===== src/rtl/cphase_gate_pipelined.sv =====
// Controlled-phase rotation stage R_k for the QFT datapath.
// Four-stage valid/ready pipeline. When the control qubit is set, beta is
// rotated by e^(i*pi/2^k); otherwise beta is passed through bit-exact.
// Alpha and the tag travel alongside the data unchanged. The whole pipe
// stalls as a unit whenever the output register is full and not drained.
module cphase_gate_pipelined #(
  parameter  int K_WIDTH     = 3,
  parameter  int TAG_WIDTH   = 4,
  localparam int TOTAL_WIDTH = 8,
  localparam int FRAC_WIDTH  = 4
) (
  input  logic                          clk,
  input  logic                          rst_s,
  input  logic                          in_valid,
  output logic                          in_ready,
  input  logic                          in_ctrl,
  input  logic [K_WIDTH-1:0]            in_k,
  input  logic [TAG_WIDTH-1:0]          in_tag,
  input  logic signed [TOTAL_WIDTH-1:0] alpha_r,
  input  logic signed [TOTAL_WIDTH-1:0] alpha_i,
  input  logic signed [TOTAL_WIDTH-1:0] beta_r,
  input  logic signed [TOTAL_WIDTH-1:0] beta_i,
  output logic                          out_valid,
  input  logic                          out_ready,
  output logic [TAG_WIDTH-1:0]          out_tag,
  output logic signed [TOTAL_WIDTH-1:0] new_alpha_r,
  output logic signed [TOTAL_WIDTH-1:0] new_alpha_i,
  output logic signed [TOTAL_WIDTH-1:0] new_beta_r,
  output logic signed [TOTAL_WIDTH-1:0] new_beta_i
);

  localparam int PW = 2 * TOTAL_WIDTH;
  localparam int SW = 2 * TOTAL_WIDTH + 1;

  logic adv;

  // Stage 1: registered inputs plus the (cos, sin) pair for this k
  logic                          s1Valid_q, s1Ctrl_q;
  logic [TAG_WIDTH-1:0]          s1Tag_q;
  logic signed [TOTAL_WIDTH-1:0] s1AlphaR_q, s1AlphaI_q, s1BetaR_q, s1BetaI_q;
  logic signed [TOTAL_WIDTH-1:0] s1C_q, s1S_q, romC_d, romS_d;

  // Stage 2: the four partial products
  logic                          s2Valid_q, s2Ctrl_q;
  logic [TAG_WIDTH-1:0]          s2Tag_q;
  logic signed [TOTAL_WIDTH-1:0] s2AlphaR_q, s2AlphaI_q, s2BetaR_q, s2BetaI_q;
  logic signed [PW-1:0]          pBrC_q, pBiS_q, pBrS_q, pBiC_q;
  logic signed [PW-1:0]          pBrC_d, pBiS_d, pBrS_d, pBiC_d;

  // Stage 3: full-precision rotated real and imaginary parts
  logic                          s3Valid_q, s3Ctrl_q;
  logic [TAG_WIDTH-1:0]          s3Tag_q;
  logic signed [TOTAL_WIDTH-1:0] s3AlphaR_q, s3AlphaI_q, s3BetaR_q, s3BetaI_q;
  logic signed [SW-1:0]          s3Re_q, s3Im_q, s3Re_d, s3Im_d;

  // Stage 4: output register
  logic                          outValid_q;
  logic [TAG_WIDTH-1:0]          outTag_q;
  logic signed [TOTAL_WIDTH-1:0] outAlphaR_q, outAlphaI_q, outBetaR_q, outBetaI_q;
  logic signed [TOTAL_WIDTH-1:0] outBetaR_d, outBetaI_d;

  // The pipe moves only when the output slot is empty or being drained
  always_comb begin
    adv      = !outValid_q || out_ready;
    in_ready = adv;
  end

  // Phase ROM: S3.4 cos/sin of pi/2^k; k=0 is a pure sign flip
  always_comb begin
    romC_d = 8'sd16;
    romS_d = 8'sd0;
    case (int'(in_k))
      0: begin romC_d = -8'sd16; romS_d = 8'sd0;  end
      1: begin romC_d = 8'sd0;   romS_d = 8'sd16; end
      2: begin romC_d = 8'sd11;  romS_d = 8'sd11; end
      3: begin romC_d = 8'sd15;  romS_d = 8'sd6;  end
      4: begin romC_d = 8'sd16;  romS_d = 8'sd3;  end
      5: begin romC_d = 8'sd16;  romS_d = 8'sd2;  end
      6: begin romC_d = 8'sd16;  romS_d = 8'sd1;  end
      default: begin romC_d = 8'sd16; romS_d = 8'sd0; end
    endcase
  end

  // Datapath arithmetic between stages; output takes bits [11:4] which is
  // an arithmetic shift right by the fraction width followed by wrapping truncation
  always_comb begin
    pBrC_d     = s1BetaR_q * s1C_q;
    pBiS_d     = s1BetaI_q * s1S_q;
    pBrS_d     = s1BetaR_q * s1S_q;
    pBiC_d     = s1BetaI_q * s1C_q;
    s3Re_d     = {pBrC_q[PW-1], pBrC_q} - {pBiS_q[PW-1], pBiS_q};
    s3Im_d     = {pBrS_q[PW-1], pBrS_q} + {pBiC_q[PW-1], pBiC_q};
    outBetaR_d = s3Ctrl_q ? TOTAL_WIDTH'(s3Re_q >>> FRAC_WIDTH) : s3BetaR_q;
    outBetaI_d = s3Ctrl_q ? TOTAL_WIDTH'(s3Im_q >>> FRAC_WIDTH) : s3BetaI_q;
  end

  // Stage 1 register: capture the input pair and its ROM constants
  always_ff @(posedge clk) begin
    if (rst_s) begin
      s1Valid_q <= 1'b0; s1Ctrl_q <= 1'b0; s1Tag_q <= '0;
      s1AlphaR_q <= '0; s1AlphaI_q <= '0; s1BetaR_q <= '0; s1BetaI_q <= '0;
      s1C_q <= '0; s1S_q <= '0;
    end else if (adv) begin
      s1Valid_q <= in_valid; s1Ctrl_q <= in_ctrl; s1Tag_q <= in_tag;
      s1AlphaR_q <= alpha_r; s1AlphaI_q <= alpha_i;
      s1BetaR_q <= beta_r; s1BetaI_q <= beta_i;
      s1C_q <= romC_d; s1S_q <= romS_d;
    end
  end

  // Stage 2 register: partial products plus the bypass copy of beta
  always_ff @(posedge clk) begin
    if (rst_s) begin
      s2Valid_q <= 1'b0; s2Ctrl_q <= 1'b0; s2Tag_q <= '0;
      s2AlphaR_q <= '0; s2AlphaI_q <= '0; s2BetaR_q <= '0; s2BetaI_q <= '0;
      pBrC_q <= '0; pBiS_q <= '0; pBrS_q <= '0; pBiC_q <= '0;
    end else if (adv) begin
      s2Valid_q <= s1Valid_q; s2Ctrl_q <= s1Ctrl_q; s2Tag_q <= s1Tag_q;
      s2AlphaR_q <= s1AlphaR_q; s2AlphaI_q <= s1AlphaI_q;
      s2BetaR_q <= s1BetaR_q; s2BetaI_q <= s1BetaI_q;
      pBrC_q <= pBrC_d; pBiS_q <= pBiS_d; pBrS_q <= pBrS_d; pBiC_q <= pBiC_d;
    end
  end

  // Stage 3 register: combined real and imaginary sums
  always_ff @(posedge clk) begin
    if (rst_s) begin
      s3Valid_q <= 1'b0; s3Ctrl_q <= 1'b0; s3Tag_q <= '0;
      s3AlphaR_q <= '0; s3AlphaI_q <= '0; s3BetaR_q <= '0; s3BetaI_q <= '0;
      s3Re_q <= '0; s3Im_q <= '0;
    end else if (adv) begin
      s3Valid_q <= s2Valid_q; s3Ctrl_q <= s2Ctrl_q; s3Tag_q <= s2Tag_q;
      s3AlphaR_q <= s2AlphaR_q; s3AlphaI_q <= s2AlphaI_q;
      s3BetaR_q <= s2BetaR_q; s3BetaI_q <= s2BetaI_q;
      s3Re_q <= s3Re_d; s3Im_q <= s3Im_d;
    end
  end

  // Stage 4 register: select rotated or bypassed beta and present the result
  always_ff @(posedge clk) begin
    if (rst_s) begin
      outValid_q <= 1'b0; outTag_q <= '0;
      outAlphaR_q <= '0; outAlphaI_q <= '0; outBetaR_q <= '0; outBetaI_q <= '0;
    end else if (adv) begin
      outValid_q <= s3Valid_q; outTag_q <= s3Tag_q;
      outAlphaR_q <= s3AlphaR_q; outAlphaI_q <= s3AlphaI_q;
      outBetaR_q <= outBetaR_d; outBetaI_q <= outBetaI_d;
    end
  end

  assign out_valid   = outValid_q;
  assign out_tag     = outTag_q;
  assign new_alpha_r = outAlphaR_q;
  assign new_alpha_i = outAlphaI_q;
  assign new_beta_r  = outBetaR_q;
  assign new_beta_i  = outBetaI_q;

endmodule


===== config.mk =====
export PLATFORM = sky130hd
export DESIGN_NAME = cphase_gate_pipelined
export DESIGN_NICKNAME = d
export VERILOG_FILES = /design/src/rtl/cphase_gate_pipelined.sv
export SDC_FILE = /design/constraint.sdc
export NUM_CORES = 1
export LEC_CHECK = 0
export ABC_AREA = 1
export CORE_MARGIN = 4
export CORE_UTILIZATION = 54
export DETAILED_ROUTE_END_ITERATION = 10
export GPL_TIMING_DRIVEN = 0
export PLACE_DENSITY = 0.73
export SYNTH_ARGS = -nofsm -noshare
export SYNTH_HDL_FRONTEND = slang
export SYNTH_SLANG_ARGS = --single-unit

===== constraint.sdc =====
create_clock -name clk -period 5.6 [get_ports clk]
set_input_delay 1.12 -clock clk [delete_from_list [all_inputs] [get_ports clk]]
set_output_delay 1.12 -clock clk [all_outputs]
set_load 0.01 [all_outputs]

# ---- After elaboration in Yosys (flattened, before gate mapping)
# Cells that the tools add are included.
dict set report totals {
  inputBits 44
  regBits 236
}
dict set report classes {
  n_reduce_logical 3
  multipliers 4
  muxes 4
  n_eq_ne 6
  addsub 2
}
# cell n
set ops {}
lappend ops {{8-bit one-hot mux with 4 select lines} 1}
lappend ops {{5-bit one-hot mux with 6 select lines} 1}
lappend ops {{8-bit by 6-bit multiplier with 12-bit output} 2}
lappend ops {{8-bit by 8-bit multiplier with 12-bit output} 2}
lappend ops {{8-bit two-way mux} 2}
lappend ops {{12-bit adder} 1}
lappend ops {{12-bit subtractor} 1}
lappend ops {{3-bit == test, second input constant} 3}
lappend ops {{3-bit by 2-bit == test with 1-bit output, second input constant} 2}
lappend ops {{3-bit by 1-bit == test with 1-bit output, second input constant} 1}
lappend ops {{3-bit logical NOT} 1}
lappend ops {{1-bit logical NOT} 1}
lappend ops {{1-bit logical OR} 1}

# ---- Logic depth before layout (Yosys ltp)
# Gate-level depths: netlist (run 1).
dict set report depth {
  word_depth 2
  depth_mapped 26
  mapped_depth_nobuf 25
}

# ---- Least setup slack after synthesis (run 1)
# Ideal clock, no wire load.
dict set report synth_path {
  path_type {register to register}
  startpoint {register s1C_q[3]}
  endpoint {register pBrC_q[10]}
  period_less_slack_ps 4180
  path_slack_ps 1420
  n_path_buf 2
  path_stages_with_launch 19
  arrival_time_ps 4066
  required_ps 5486
  cell_sequence {dfxtp_1 -> buf_6 -> clkbuf_1 -> nand2_1 -> fa_1 -> fa_1 -> inv_1 -> fa_1 -> inv_1 -> fa_1 -> inv_1 -> ha_1 -> nand2_1 -> o21ai_0 -> a21oi_1 -> o21bai_1 -> nor2_1 -> o21bai_1 -> inv_1}
}
dict set report synth_via {
  elab_chain_cells 1
}
# item line
set synth_lines {}
lappend synth_lines {{start, declared} 41} ;# logic signed [TOTAL_WIDTH-1:0] s1C_q, s1S_q, romC_d, romS_d;
lappend synth_lines {{start signal, assigned} 107} ;# s1C_q <= romC_d; s1S_q <= romS_d;
lappend synth_lines {{8-bit by 8-bit multiplier with 12-bit output} 87} ;# pBrC_d = s1BetaR_q * s1C_q;
lappend synth_lines {{end signal, assigned} 121} ;# pBrC_q <= pBrC_d; pBiS_q <= pBiS_d; pBrS_q <= pBrS_d; pBiC_q <= pBiC_d;
lappend synth_lines {{end, declared} 47} ;# logic signed [PW-1:0] pBrC_q, pBiS_q, pBrS_q, pBiC_q;
# No other way between the ends.
# A chain may end at the register's enable or synchronous reset.

# ---- Worst setup path in the final report (run 1)
dict set report layout_path {
  startpoint {register s1C_q[6]}
  endpoint {register pBiC_q[11]}
}
dict set report layout_via {
  elab_chain_cells 1
}
# item line
set layout_lines {}
lappend layout_lines {{8-bit by 8-bit multiplier with 12-bit output} 90} ;# pBiC_d = s1BetaI_q * s1C_q;
lappend layout_lines {{end signal, assigned} 121}
lappend layout_lines {{end, declared} 47}
# No other way between the ends.

==> results.yml, run 1 <==
grt:
  grt_pass1_wl_um: 68800
  antenna_found_initial: 1
  grt-ovfl-total: 0
  grt_max_degree: 14
  first_global_vias: 13200
  grtUsageTotal_pct: 27.7
placement:
  place_congestion: 0.960
  port_buffers: 80
  dp_hpwl_um: 34200
  dp.cells: 2554
logic_synthesis:
  syn_avg_cell_area_um2: 7.31
  synth-seq-cells: 223
  netlist_top_cells_area: "dfxtp_1 29%, fa_1 14%, inv_1 10%, ha_1 9.3%, nand2_1 8.2%"
  syn_inst: 2096
  yosys_warnings: 0
  synth_cell_type_count: 39
  seq_area_frac_synth_pct: 29.2
  synth_flop_cell: "dfxtp_1"
  yosysTopAreaCellShare_pct: 29.2
  synth_top_area_cell: "dfxtp_1"
  synth_nets: 2364
  ys_async_sr_fraction_pct: 0
  synth_edf_count: 0
  syn_area_um2: 15300
clock_network:
  clk_path_buf_depth: 3
  cts.htree.levels: 1
  postCtsHoldBufs: 0
  ctsRootBufferMaster: "clkbuf_16"
  cts_sinks: 223
  post_cts_buffers: 0
  cts_buffers: 25
  cts_tree: "yes"
  cts_resized: 0
  clk_latency_ns: 0.54
  clk_pin_slew_ns: 0.06
routing:
  drtAntennaViolNets: 0
  drt_wl_total_um: 43500
  vias: 13700
  drt_iter0_markers: 1356
  drcViolationCount: 0
  drtPass1Iterations: 5
  drt-vias-per-instance: 5.25
  post_drt_wl_per_cell_um: 16.7
final_layout:
  drive_gt1_share_pct: 4.77
  fin_nets: 2471
  layout.cells.non_filler: 2600
  syn_to_final_growth_pct: 13.6
die:
  dieArea_um2: 31100
  io_pins: 82
  initial_utilization_pct: 55.0
  die_height_um: 176
  fp.coreArea_um2: 27900
  die_w_um: 176
  num_rows: 61
power:
  cellLeakagePower_nw: 9.69
  ir_drop_mv: 0.282
  report.power.total_mw: 4.17
  power.density_nw_per_um2: 240
critical_path:
  crit_path_top_delay_cell: "fa_1"
  path_class: "reg -> reg"
  slowest_delay_ns: 0.56
  critPathBufInv: 7
  r2r-start: "s1C_q[6]$_SDFFE_PP0P_"
  cp_top_family: "adder cells"
  cp.arrival_ns: 5.47
  path_max_fanout: 10
  cp-start-kind: "register"
  crit_top_cell: "inv_1"
  r2r_slack_ns: 0.56
  crit_path_cell_trace: "buf_2, buf_1, nand2_1, inv_1, fa_1, fa_1, fa_1, inv_1, fa_1, inv_1, ha_1, a21oi_1, o21ai_0, a31oi_1, inv_1, nand2_1, nand3_1, nand2_1, inv_1"
  critical_path.endpoint_type: "register"
  crit_start: "s1C_q[6]$_SDFFE_PP0P_"
  required_ns: 6.03
timing:
  min_period_ns: 5.04
  tns_ns: 0
  period_share_pct: 90.0
  finalClockSkew_ns: 0.0178
  relSlewSlack_pct: 37.9
  holdWs_ns: 0.467
  slew_violations: 0
  final-setup-viol-count: 0
  timing.fmax_mhz: 198
  tightest_slew_ns: 0.932
  rsz0062_at_grt: "false"
  hold_violations: 0
worst_hold_path:
  min_path_type: "reg -> reg"
  min-delay-start: "s3Valid_q$_SDFFE_PP0P_"
run_status:
  status: "finished, final reports clean"
job:
  max_cap_viol_count: 0
-- cells in the final DEF (no fill, tap or decap), drive strengths merged --
cell type	netlist	final
clkinvlp	0	2
nor3	7	7
clkinv	1	5
a221oi	1	1
buf	43	43
nand3	66	66
inv	431	434
o21bai	17	17
a31oi	25	25
nand3b	1	1
clkbuf	64	100
o311ai	1	1
a21oi	77	77
nand4	7	7
o211ai	21	21
xnor2	11	11
clkdlybuf4s50	0	80
nand2	343	343
fa	110	110
nor2	288	288
a21o	5	5
dfxtp	223	223
o21ai	215	215
xor2	18	18
or2	6	6
diode	0	1
a211oi	1	1
ha	114	114
-- cells in the mapped netlist (18+ instances only) --
master,number
dfxtp_1,223
a21oi_1,77
o211ai_1,21
clkbuf_1,63
buf_2,30
fa_1,110
inv_1,426
nor2_1,283
xor2_1,18
a31oi_1,25
o21ai_0,211
ha_1,114
nand2_1,336
nand3_1,66
-- registers in the layout, indices dropped and copies added (netlist names), 12 cells and up --
signal,cells
pBiC_q,12
pBiS_q,12
pBrC_q,12
pBrS_q,12
-- path summary, 6_finish.rpt --
kind	cells past startpoint	to
setup / recovery	19	pBiC_q[11]$_SDFFE_PP0P_
setup reg to reg	19	pBiC_q[11]$_SDFFE_PP0P_
hold / removal	2	s3Valid_q$_SDFFE_PP0P_
hold reg to reg	2	s3Valid_q$_SDFFE_PP0P_
-- cell type report --
type                            count  area [um^2]
Fill cell                        2550        10500
Tap cell                          378          473
Inverter                          432         1620
Sequential cell                   223         4460
Buffer                            107          500
Clock buffer                       36          727
Antenna cell                        1         2.50
Multi-Input combinational cell   1334         8720
Timing Repair Buffer               80          801
Clock inverter                      9         72.6
-- per-layer routing --
metal	routed length, um	vias up	share of wire [%]	global-route usage (%)
met5	0	-	0	0
met4	1180	0	2.7	7.38
met3	3510	77	8.1	2.81
met2	20800	526	48	47.7
met1	18000	6392	41	37.6
li1	-	6661	-	-
-- worst reg2reg max path: stages, from the launching register on --
cell and delay, ns:
dfxtp_1 0.30, buf_2 0.28, buf_1 0.53, nand2_1 0.11
inv_1 0.12, fa_1 0.45, fa_1 0.53, fa_1 0.56
inv_1 0.06, fa_1 0.54, inv_1 0.05, ha_1 0.35
a21oi_1 0.20, o21ai_0 0.11, a31oi_1 0.27, inv_1 0.07
nand2_1 0.10, nand3_1 0.15, nand2_1 0.10, inv_1 0.04
-- metrics by stage --
| stage | utilization, % | setup slack, ns | cell area [um^2] |
|---|---|---|---|
| after floorplan | - | 1.42 | 15300 |
| after global placement | 59.5 | 0.741 | 16600 |
| after detailed placement | 59.5 | 0.636 | 16600 |
| after CTS | 62.4 | 0.585 | 17400 |
| after global routing | 62.4 | 0.329 | 17400 |
| final | 62.4 | 0.560 | 17400 |
-- cell families after synthesis --
kind of cell             count (synthesis)  share of synthesized area, %
flip-flops                             223                          29.2
XOR/XNOR                                29                          1.66
AO/OA/AOI/OAI                          363                          12.9
adder cells (fa/ha/maj)                224                          23.7
buffers and inverters                  539                          13.9
AND/OR/NAND/NOR                        718                          18.8
-- where the power goes --
part / internal (mW) / switching [mW]
Combinational: 0.298 / 0.514
Clock: 0.909 / 0.686
Sequential: 1.70 / 0.0632
No activity file was read; power rests on OpenSTA's default activity.
==> inputs of run 2 (changes only) <==
--- a/config.mk
+++ b/config.mk
@@ -5,12 +5,12 @@
 export SDC_FILE = /design/constraint.sdc
 export NUM_CORES = 1
 export LEC_CHECK = 0
-export ABC_AREA = 1
 export CORE_MARGIN = 4
 export CORE_UTILIZATION = 54
 export DETAILED_ROUTE_END_ITERATION = 10
 export GPL_TIMING_DRIVEN = 0
 export PLACE_DENSITY = 0.73
+export SETUP_SLACK_MARGIN = 0.2
 export SYNTH_ARGS = -nofsm -noshare
 export SYNTH_HDL_FRONTEND = slang
 export SYNTH_SLANG_ARGS = --single-unit
==> results.yml, run 2 <==
run_status:
  status: "finished, final reports clean"
clock_network:
  cts.htree.levels: 1
  clk_pin_slew_ns: 0.07
  post_cts_buffers: 0
  cts_buffers: 24
  clk_path_buf_depth: 3
  ctsRootBufferMaster: "clkbuf_16"
  cts_sinks: 223
  cts_tree: "yes"
  clk_latency_ns: 0.53
logic_synthesis:
  syn_avg_cell_area_um2: 8.19
  synth_cell_type_count: 54
  yosys_warnings: 0
  synth_compound_area_share_pct: 12.0
  synth_edf_count: 0
  synth_top_area_cell: "dfxtp_1"
  seq_area_frac_synth_pct: 30.9
  synth_flop_cell: "dfxtp_1"
  syn_inst: 1764
  yosysTopAreaCellShare_pct: 30.9
  synth_common_cells: "383 x nand2_1, 226 x inv_1, 223 x dfxtp_1"
  yosysMostFrequentCell: "nand2_1"
  syn_area_um2: 14400
  synth_nets: 2032
  yosys.area_share.simple_pct: 18.4
  netlist_top_cells_area: "dfxtp_1 31%, fa_1 15%, nand2_1 10%, ha_1 9.9%, a21oi_1 7.1%"
  ys_async_sr_fraction_pct: 0
  synthAdderAreaFrac_pct: 25.1
  synth-seq-cells: 223
  synth_top_family_by_area: "adder cells"
  muxShareOfSynthArea_pct: 1.25
  synth_xor_area_share_pct: 3.62
grt:
  grt_max_degree: 16
  grtUsageTotal_pct: 26.5
  antenna_found_initial: 0
  grt-ovfl-total: 0
  first_global_vias: 12000
  grt_pass1_wl_um: 62100
routing:
  drcViolationCount: 0
  drt_wl_total_um: 38700
  post_drt_wl_per_cell_um: 17.4
  vias: 12200
  drtPass1Iterations: 7
  drtAntennaViolNets: 0
  drt_iter0_markers: 971
  drt-vias-per-instance: 5.48
job:
  max_cap_viol_count: 0
timing:
  min_period_ns: 5.05
  period_share_pct: 90.1
  relSlewSlack_pct: 47.6
  final-setup-viol-count: 0
  finalClockSkew_ns: 0.0196
  hold_violations: 0
  tightest_slew_ns: 0.786
  tns_ns: 0
  rsz0062_at_grt: "false"
  holdWs_ns: 0.448
  slew_violations: 0
  timing.fmax_mhz: 198
placement:
  place_congestion: 0.961
  port_buffers: 81
  dp_hpwl_um: 29700
  dp.cells: 2180
final_layout:
  nFillCells: 2276
  insertedDiodeCount: 0
  syn_to_final_growth_pct: 14.2
  layout_common_cells: "383 x nand2_1, 226 x inv_1, 223 x dfxtp_1"
  layout.cells.non_filler: 2219
  multi_input_area_um2: 8720
  final_common_cell: "nand2_1"
  regArea_um2: 4460
  fin_nets: 2139
  drive_gt1_share_pct: 2.81
critical_path:
  required_ns: 5.98
  cp-start-kind: "register"
  critical_path.endpoint_type: "register"
  path_max_fanout: 9
  path_class: "reg -> reg"
  cp.arrival_ns: 5.42
power:
  power.density_nw_per_um2: 240
  report.power.total_mw: 3.95
  ir_drop_mv: 0.225
  cellLeakagePower_nw: 7.26
die:
  initial_utilization_pct: 55.1
  num_rows: 59
  fp.coreArea_um2: 26200
  die_height_um: 172
  io_pins: 82
  dieArea_um2: 29400
  die_w_um: 172
worst_hold_path:
  min_path_type: "reg -> reg"
[run 2: cell types whose count changed in the layout (fill, tap and decap cells not counted), sizes merged, moves of 26 or more]
cell / before / now
nand3: 66 / 22
buf: 43 / 16
inv: 434 / 228
a21oi: 77 / 206
o21ai: 215 / 35
and2: 0 / 94
nand2: 343 / 383
nor2: 288 / 56
xnor2: 11 / 37
[run 2: power breakdown]
| group | total (mW) | switching (mW) | internal (mW) | leakage, nW |
|---|---|---|---|---|
| clock | 1.67 | 0.667 | 0.998 | 0.397 |
| combinational | 0.560 | 0.330 | 0.230 | 5.04 |
| sequential | 1.73 | 0.0560 | 1.67 | 1.83 |
[run 2: final cells by class]
cell class                 count  share of cell area [%]
clock buffer                  28                    3.85
inverter                     229                    5.21
timing repair buffer          81                    4.92
multi-input combinational   1211                    52.9
buffer                       101                    2.38
clock inverter                11                    1.12
sequential                   223                    27.1
tap                          335                    2.54
[run 2: through the flow]
| stage | setup WS [ns] | area, um^2 | utilization, % |
|---|---|---|---|
| after floorplan | 1.36 | 14400 | - |
| after global placement | 0.575 | 15700 | 59.8 |
| after detailed placement | 0.474 | 15700 | 59.8 |
| after CTS | 0.445 | 16500 | 62.9 |
| after global routing | 0.280 | 16500 | 62.9 |
| final | 0.554 | 16500 | 62.9 |
[run 2: repair_timing]
item,CTS,global route
endpoints found under the setup margin,0,2
hold buffers,0,0
resized for setup,0,2
[run 2: cell families after synthesis]
family	after synthesis
buffers and inverters	330
muxes	18
adders and majority gates	224
AOI/OAI and AO/OA	306
and+or+nand+nor	605
xor gates and xnor gates	58
DFF	223
[run 2: worst paths after layout]
kind                                                   from                          end  slack, ns  cells after the start
worst min register to register  new_alpha_i[5]$_SDFFE_PP0P_  new_alpha_i[5]$_SDFFE_PP0P_       0.45                      2
worst min-delay path            new_alpha_i[5]$_SDFFE_PP0P_  new_alpha_i[5]$_SDFFE_PP0P_       0.45                      2
worst max register to register        s1C_q[6]$_SDFFE_PP0P_      pBrC_q[11]$_SDFFE_PP0P_       0.55                     15
worst max-delay path                  s1C_q[6]$_SDFFE_PP0P_      pBrC_q[11]$_SDFFE_PP0P_       0.55                     15
[run 2: critical path, cell delays in order (launching register included)]
cell,delay [ns]
dfxtp_1,0.62
clkinv_1,0.53
fa_1,0.65
fa_1,0.53
inv_1,0.06
fa_1,0.53
inv_1,0.05
fa_1,0.47
inv_1,0.04
ha_1,0.31
nor2_1,0.11
nor2_1,0.06
a2111oi_0,0.43
nor3_1,0.13
xnor2_1,0.26
a21oi_1,0.10
[run 2: metal layers]
layer	part of all wire, %	wire length, um	track usage, %	up-vias
met5	0	0	0	-
met4	2.6	994	6.44	0
met3	6.5	2500	3.06	84
met2	47	18100	44.0	424
met1	44	17100	37.3	5834
li1	-	-	-	5818
==> inputs of run 3 (changes only) <==
--- a/config.mk
+++ b/config.mk
@@ -6,10 +6,10 @@
 export NUM_CORES = 1
 export LEC_CHECK = 0
 export CORE_MARGIN = 4
-export CORE_UTILIZATION = 54
+export CORE_UTILIZATION = 50
 export DETAILED_ROUTE_END_ITERATION = 10
 export GPL_TIMING_DRIVEN = 0
-export PLACE_DENSITY = 0.73
+export PLACE_DENSITY = 0.69
 export SETUP_SLACK_MARGIN = 0.2
 export SYNTH_ARGS = -nofsm -noshare
 export SYNTH_HDL_FRONTEND = slang
==> results.yml, run 3 (same netlist as run 2, synthesis figures left out) <==
timing:
  slew_violations: 0
  period_share_pct: 91.1
  rsz0062_at_grt: "false"
  final-setup-viol-count: 0
  tns_ns: 0
  min_period_ns: 5.10
  relSlewSlack_pct: 43.0
  hold_violations: 0
  tightest_slew_ns: 0.855
  finalClockSkew_ns: 0.0282
  timing.fmax_mhz: 196
critical_path:
  cp.arrival_ns: 5.57
  critical_path.endpoint_type: "register"
  reg2reg_depth: 15
  reg2reg_to: "pBrC_q[10]$_SDFFE_PP0P_"
  r2r-start: "s1C_q[4]$_SDFFE_PP0P_"
  r2r_slack_ns: 0.50
  path_class: "reg -> reg"
  required_ns: 6.07
  path_max_fanout: 10
  cp-start-kind: "register"
routing:
  drtAntennaViolNets: 0
  drt_iter0_markers: 884
  post_drt_wl_per_cell_um: 17.4
  drcViolationCount: 0
  drtPass1Iterations: 6
  vias: 12100
  drt-vias-per-instance: 5.34
  drt_wl_total_um: 39400
clock_network:
  post_cts_buffers: 0
  cts_buffers: 25
  cts_sinks: 223
  clk_pin_slew_ns: 0.06
  clk_latency_ns: 0.54
  ctsRootBufferMaster: "clkbuf_16"
  clk_path_buf_depth: 3
  cts_resized: 0
  postCtsHoldBufs: 0
  cts.htree.levels: 1
  cts_tree: "yes"
grt:
  grt-ovfl-total: 0
  antenna_found_initial: 0
  first_global_vias: 12000
  grt_pass1_wl_um: 62800
  grtUsageTotal_pct: 25.1
  grt_max_degree: 14
die:
  die_w_um: 178
  num_rows: 61
  die_height_um: 178
  dieArea_um2: 31700
  io_pins: 82
  fp.coreArea_um2: 28200
  initial_utilization_pct: 51.3
worst_hold_path:
  worstHoldPathCells: 2
  min_path_type: "reg -> reg"
  hold_end: "out_tag[0]$_SDFFE_PP0P_"
  min-delay-start: "out_tag[0]$_SDFFE_PP0P_"
placement:
  dp.cells: 2223
  place_congestion: 0.920
  dpl_cell_area_um2: 15700
  port_buffers: 81
  dp_hpwl_um: 30200
job:
  max_cap_viol_count: 0
power:
  p_seq_share_pct: 43.9
  pwr-share-comb_pct: 14.2
  p_int_mw: 2.86
  netSwitchingPower_mw: 1.08
  power.density_nw_per_um2: 238
  cellLeakagePower_nw: 7.27
  clock_power_share_pct: 41.9
  power.share.switching_pct: 27.3
  ir_drop_mv: 0.222
final_layout:
  final_common_cell: "nand2_1"
  insertedDiodeCount: 0
  syn_to_final_growth_pct: 14.6
  layout_common_cells: "383 x nand2_1, 226 x inv_1, 223 x dfxtp_1"
  drive_gt1_share_pct: 2.96
  final_area_um2: 16600
  layout.cells.non_filler: 2269
  fin_nets: 2140
  nFillCells: 2543
run_status:
  status: "finished, final reports clean"
[run 3: layout make-up]
class / count / area [um^2] / area share [%]
buffer: 101 / 393 / 2.37
clock buffer: 37 / 731 / 4.41
clock inverter: 9 / 97.6 / 0.590
inverter: 229 / 860 / 5.19
multi-input combinational: 1211 / 8720 / 52.7
sequential: 223 / 4460 / 27.0
tap: 378 / 473 / 2.86
timing repair buffer: 81 / 811 / 4.90
[run 3: power by group through the flow]
stage	Combinational [mW]	Sequential, mW	Clock [mW]
after floorplan	0.368	1.74	0
final	0.560	1.73	1.65
after CTS	0.558	1.73	1.66
after global routing	0.627	1.74	1.74
after detailed placement	0.553	1.76	0
after global placement	0.543	1.76	0
[run 3: routing by layer]
metal  global-route usage [%]  wire length, um  vias to the layer above  share of wire (%)
met2                     41.2            18100                      396                 46
met3                     3.13             2710                       84                6.9
li1                         -                -                     5824                  -
met4                     7.61             1370                        0                3.5
met1                     34.9            17200                     5817                 44
met5                        0                0                        -                  0
[run 3: how the worst max path moves through the flow]
stage / from / endpoint / depth (start not counted)
after floorplan: s1C_q[3]$_SDFFE_PP0P_ / pBiC_q[11]$_SDFFE_PP0P_ / 18
after global placement: s1C_q[3]$_SDFFE_PP0P_ / pBrC_q[11]$_SDFFE_PP0P_ / 17
after detailed placement: s1C_q[3]$_SDFFE_PP0P_ / pBrC_q[10]$_SDFFE_PP0P_ / 16
after CTS: s1C_q[3]$_SDFFE_PP0P_ / pBrC_q[10]$_SDFFE_PP0P_ / 16
after global routing: s1C_q[6]$_SDFFE_PP0P_ / pBiC_q[11]$_SDFFE_PP0P_ / 15
final: s1C_q[4]$_SDFFE_PP0P_ / pBrC_q[10]$_SDFFE_PP0P_ / 15
[run 3: worst max-delay path, cell delays in order, from the launching register on]
cell	delay, ns
dfxtp_1	0.57
clkbuf_1	0.62
nand2_1	0.16
fa_1	0.51
fa_1	0.55
inv_1	0.05
fa_1	0.47
inv_1	0.05
fa_1	0.48
inv_1	0.04
ha_1	0.31
o21ai_0	0.11
a21oi_1	0.19
o21ai_0	0.14
a2111oi_0	0.57
a311o_1	0.18
[run 3: through the flow]
stage	power, mW	utilization (%)	hold WS (ns)	setup WS [ns]
final	3.94	58.8	0.450	0.500
after detailed placement	2.31	55.8	0.444	0.435
after floorplan	2.11	-	0.425	1.36
after global routing	4.10	58.8	0.469	0.236
after global placement	2.30	55.8	0.438	0.506
after CTS	3.94	58.8	0.452	0.387
